**src/rtl/truth_table_probe.sv**
```systemverilog
// ============================================================================
// Module      : truth_table_probe
// Description : Characterizes a 3-input combinational circuit. Steps the
//               stimulus vector 000..111, holds each vector SETTLE_CYCLES+1
//               cycles, samples the response and assembles an 8-bit truth
//               table ID. The response to vector 000 lands in the MSB.
//               Optional macro TRUTH_TABLE_PROBE_STABILITY_CHECK_EN enables
//               a per-vector output stability check reported on glitch.
// Revision    : 1.0 - initial release
// ============================================================================
`timescale 1ns/1ps
`default_nettype none

module truth_table_probe #(
  parameter int unsigned SETTLE_CYCLES = 4
) (
  input  logic       clk,
  input  logic       rst,
  input  logic       start,
  input  logic       dut_out,
  input  logic [7:0] expect_id,
  output logic       in1,
  output logic       in2,
  output logic       in3,
  output logic       busy,
  output logic       done,
  output logic [7:0] table_id,
  output logic       match,
  output logic       glitch
);

  // A settle time of zero is promoted to one cycle.
  localparam int unsigned C_SETTLE_EFF  = (SETTLE_CYCLES == 0) ? 1 : SETTLE_CYCLES;
  localparam logic [7:0]  C_SETTLE_LAST = 8'(C_SETTLE_EFF - 1);

  typedef enum logic [1:0] {
    IDLE   = 2'd0,
    APPLY  = 2'd1,
    SAMPLE = 2'd2,
    FINISH = 2'd3
  } state_t;

  state_t     state_q;
  logic [2:0] k_q;      // vector index within the run
  logic [7:0] cnt_q;    // settle counter inside APPLY
  logic [7:0] run_q;    // truth table under construction
  logic [2:0] vec_q;    // registered stimulus vector
  logic       busy_q;
  logic       done_q;
  logic [7:0] table_q;
  logic       match_q;

`ifdef TRUTH_TABLE_PROBE_STABILITY_CHECK_EN
  logic       last_q;   // dut_out seen in the last APPLY cycle of the vector
  logic       glitch_q;
`endif

  // Run sequencer: steps vectors, captures responses, publishes the result.
  always_ff @(posedge clk or posedge rst) begin
    if (rst) begin
      state_q  <= IDLE;
      k_q      <= 3'd0;
      cnt_q    <= 8'd0;
      run_q    <= 8'd0;
      vec_q    <= 3'd0;
      busy_q   <= 1'b0;
      done_q   <= 1'b0;
      table_q  <= 8'd0;
      match_q  <= 1'b0;
`ifdef TRUTH_TABLE_PROBE_STABILITY_CHECK_EN
      last_q   <= 1'b0;
      glitch_q <= 1'b0;
`endif
    end else begin
      done_q <= 1'b0;
      case (state_q)
        IDLE: begin
          if (start) begin
            state_q  <= APPLY;
            k_q      <= 3'd0;
            cnt_q    <= 8'd0;
            run_q    <= 8'd0;
            vec_q    <= 3'd0;
            busy_q   <= 1'b1;
`ifdef TRUTH_TABLE_PROBE_STABILITY_CHECK_EN
            glitch_q <= 1'b0;
`endif
          end
        end
        APPLY: begin
          if (cnt_q == C_SETTLE_LAST) begin
            cnt_q   <= 8'd0;
            state_q <= SAMPLE;
`ifdef TRUTH_TABLE_PROBE_STABILITY_CHECK_EN
            last_q  <= dut_out;
`endif
          end else begin
            cnt_q <= cnt_q + 8'd1;
          end
        end
        SAMPLE: begin
          // Shifting in order 000..111 leaves vector k at bit 7-k.
          run_q <= {run_q[6:0], dut_out};
`ifdef TRUTH_TABLE_PROBE_STABILITY_CHECK_EN
          if (dut_out != last_q) begin
            glitch_q <= 1'b1;
          end
`endif
          if (k_q == 3'd7) begin
            state_q <= FINISH;
            busy_q  <= 1'b0;
            vec_q   <= 3'd0;
          end else begin
            k_q     <= k_q + 3'd1;
            vec_q   <= k_q + 3'd1;
            state_q <= APPLY;
          end
        end
        FINISH: begin
          table_q <= run_q;
          match_q <= (run_q == expect_id);
          done_q  <= 1'b1;
          state_q <= IDLE;
        end
        default: begin
          state_q <= IDLE;
        end
      endcase
    end
  end

  assign {in1, in2, in3} = vec_q;
  assign busy            = busy_q;
  assign done            = done_q;
  assign table_id        = table_q;
  assign match           = match_q;

`ifdef TRUTH_TABLE_PROBE_STABILITY_CHECK_EN
  assign glitch = glitch_q;
`else
  assign glitch = 1'b0;
`endif

endmodule

`default_nettype wire

```
**config.mk**
```make
export PLATFORM = sky130hd
export DESIGN_NAME = truth_table_probe
export DESIGN_NICKNAME = d
export VERILOG_FILES = /design/src/rtl/truth_table_probe.sv
export SDC_FILE = /design/constraint.sdc
export NUM_CORES = 1
export LEC_CHECK = 0
export CAP_MARGIN = 20
export CELL_PAD_IN_SITES_DETAIL_PLACEMENT = 0
export CELL_PAD_IN_SITES_GLOBAL_PLACEMENT = 1
export CORE_MARGIN = 2
export CORE_UTILIZATION = 37
export DETAILED_ROUTE_END_ITERATION = 10
export MAX_ROUTING_LAYER = met4
export PLACE_DENSITY_LB_ADDON = 0.1
export SLEW_MARGIN = 40
export SYNTH_ARGS = -nofsm -noshare
export SYNTH_HDL_FRONTEND = slang
export SYNTH_SLANG_ARGS = --single-unit
```
**constraint.sdc**
```tcl
create_clock -name clk -period 1.4 [get_ports clk]
set_clock_uncertainty 0.1 [all_clocks]
set_input_delay 0.21 -clock clk [delete_from_list [all_inputs] [get_ports clk]]
set_output_delay 0.21 -clock clk [all_outputs]
set_load 0.05 [all_outputs]
```
==> metrics.md <==
| Metric | Value |
|---|---|
| Clock insertion delay at the later pin of the skew report | between 0.2 and 0.3 ns |
| Ports | 27 |
| Area Overhead vs Synth | 46.52% |
| Fin. Hold Viols | 0 |
| ANT nets after route | 0 |
| Final min period | 1.437 ns |
| Leakage | 1.065 nW |
| Worst Setup Start Kind | flip-flop |
| First-pass GRT wire length | 5609 um |
| Root Buffer | clkbuf_8 |
| Fraction of layout instances using a drive strength above 1 | between 30% and 40% |
| Cell area power density | about 1400 mW/mm^2 |
| DR vias/cell | 5.033 |
| Clk buf depth | 2 |
| Post-synthesis cell area | between 0.0015 and 0.002 sq mm |
| 1st-pass router iterations | 6 |
| WP data arrival | 1.51 ns |
| Max Cap Violations | 0 |
| Critical-path top delay cell | dfrtp_1 |
| Cell count after synthesis | 142 |
| CP required | between 1 and 1.5 ns |
| Largest net degree at the start of global routing | 36 |
| Met2 usage | ~22% |
| DRC Markers | 0 |
| Maximum VDD drop | 0.5806 mV |
| Crit path buffers/inverters | 0 |
| Max stage delay on crit path | between 0.3 and 0.4 ns |
| Detailed Route WL | roughly 3200 um |
| Num rows | 24 |
| Vias in the first global route | roughly 1,200 |
| Initial core utilization | approximately 38% |
| Worst Setup Slack, final | -0.03696 ns |
| Final worst path period share | 102.6% |
| Yosys cell types | 31 |
| Clk sinks | 35 |
| Die height | 70.10 um |
| CTS buffer count | 5 |
| Final setup viols | 1 |
| Critical path type | flip-flop to flip-flop |
| Slew Limit Fails | 0 |
| Post-layout util | 55.16% |
| Timing-limited maximum frequency | 695.9 MHz |
| CP Capture Type | flip-flop |
| Met3 GRT Util | 5.772% |
| Syn nets | 157 |
| Initial antenna violation count | 0 |
| Core Box Area | 0.004294 sq mm |
| Most frequent cells in the layout | dfrtp_1, buf_4, nand2_1, buf_12 |
| GRT Util Overall | 15.02% |
| Fin nets | 210 |
| Yosys top cell by area | dfrtp_1 |
| GR peak layer | met2 |
| Sequential area share after synthesis | 54.18% |
| Failing checks | setup timing |
| Met1 Track Usage GR | 19.08% |
| Ant. Diodes | 0 |
| Commonest non-fill, non-tap cell in the layout | dfrtp_1 |
| Outcome | finished, violations left |
| Gp weighted congestion | 0.7418 |
| Die area | 0.004914 sq mm |
| Critical-path maximum fanout | 7 |
| Total Power | roughly 3.2 mW |
| Overflow after GRT | 0 |
| Vias post-DR | 1,238 |
| Top cell type's share of synthesized area | 54.18% |
| Reg2Reg Setup Slack | -0.04 ns |
| Worst min-delay path class | input pin to asynchronous set/reset pin |
| Synth Register Bits | 35 |
| H-tree Lvls | 2 |
| PortBufs | 25 |
| Crit path cell chain | ha_2 > ha_4 > mux2_4 > a22o_2 |
| CTS clk-pin slew, worst paths | 0.06 ns |
| Number of DRC markers in iteration 0 | 45 |
| TritonCTS clock tree | built |
| Yosys warns | 0 |
| Ranking of synthesized cells by area | dfrtp_1, mux2_2, a22o_1, xnor2_1, nand2_1 |
| Die Wd | 70.10 um |
| Avg WL per Cell | 13.03 um |
| Hold Buf Count CTS | 0 |
| Hpwl dp | 2391 um |
| Worst slack, placed | -0.1983 ns |
| Unrepaired setup endpoints after global routing | yes |
| Delay-heaviest family, CP | flip-flops |
| Avg Cell Area, Syn | 11.38 sq um |
## layer usage
layer	up-vias	wire, um
met5	-	0
met4	0	49
li1	607	-
met2	22	1542
met1	603	1472
met3	6	141
## stage by stage
| stage | hold WS (ns) | cells | area (sq um) | setup TNS [ns] |
|---|---|---|---|---|
| 3_5_place_dp | 0.4297 | 236 | 2237 | -2.581 |
| 5_1_grt | 0.2018 | 246 | 2369 | -0.3924 |
| 4_1_cts | 0.1689 | 245 | 2342 | -0.08786 |
| 2_1_floorplan | 0.2497 | 142 | 1634 | -0.01423 |
| 6_report | 0.1665 | 246 | 2369 | -0.03696 |
| 3_3_place_gp | 0.4228 | 236 | 2237 | -1.839 |
## cell type report
type	instances	area [sq um]
Fill cell	372	1926
Sequential cell	35	877.1
Multi-Input combinational cell	94	710.7
Timing Repair Buffer	53	620.6
Clock buffer	6	72.57
Tap cell	52	65.06
Inverter	6	22.52
## final timing paths
path / startpoint / endpoint / cells after the start
hold reg to reg: match / match / 2
max in group asynchronous: rst / state_q[0] / 3
setup reg to reg: k_q[0] / k_q[0] / 4
setup / recovery: k_q[0] / k_q[0] / 4
hold / removal: rst / table_id[0] / 3
min in group clk: match / match / 2
## where the power goes
part	internal [mW]	switching, mW
sequential	1.15	0.145
combinational	0.677	0.618
clock	0.331	0.321
## sequential cells by signal, summed over array words and instances (netlist names)
register / cells
busy: 1
cnt_q: 8
done: 1
k_q: 3
match: 1
run_q: 8
state_q: 2
table_id: 8
vec_q: 3
## cells by family (layout without fill, tap and decap cells)
family	Yosys count	count (layout)	share of synthesized area [%]
buffers and inverters	13	65	4.179
other	1	1	0.2320
adder cells (fa/ha/maj)	3	3	2.322
AND/OR/NAND/NOR	35	35	10.84
XOR/XNOR	9	9	4.876
AO/OA/AOI/OAI	37	37	17.11
flip-flops	35	35	54.18
multiplexers	9	9	6.270
## Yosys cell counts
cell / n
mux2_2: 9
o21ai_0: 10
a31oi_1: 2
nand2b_1: 1
dfrtp_1: 35
a22o_1: 11
a32o_1: 1
nor4b_4: 1
conb_1: 1
nand3_1: 2
buf_6: 1
nor3_1: 3
nor2_1: 6
inv_1: 6
clkbuf_1: 1
o21ai_1: 3
buf_2: 3
or2_0: 1
nand4_1: 3
a21oi_1: 3
nor2b_1: 1
xnor2_1: 9
o21a_1: 1
nand2_1: 16
and3_1: 1
a22o_2: 3
a41oi_2: 1
buf_4: 2
a21oi_4: 1
ha_1: 3
o31ai_1: 1
## worst min-delay path, stage by stage
cell and delay (ns):
clkdlybuf4s50_1 0.39, inv_1 0.09, buf_12 0.21
## timing repair
action	4_1_cts	5_1_grt
cloned	0	0
resized for setup	6	9
pin swaps	4	3
setup buffers	3	1
endpoints found under the setup margin	17	15
Power figures use the tool's default switching activity.
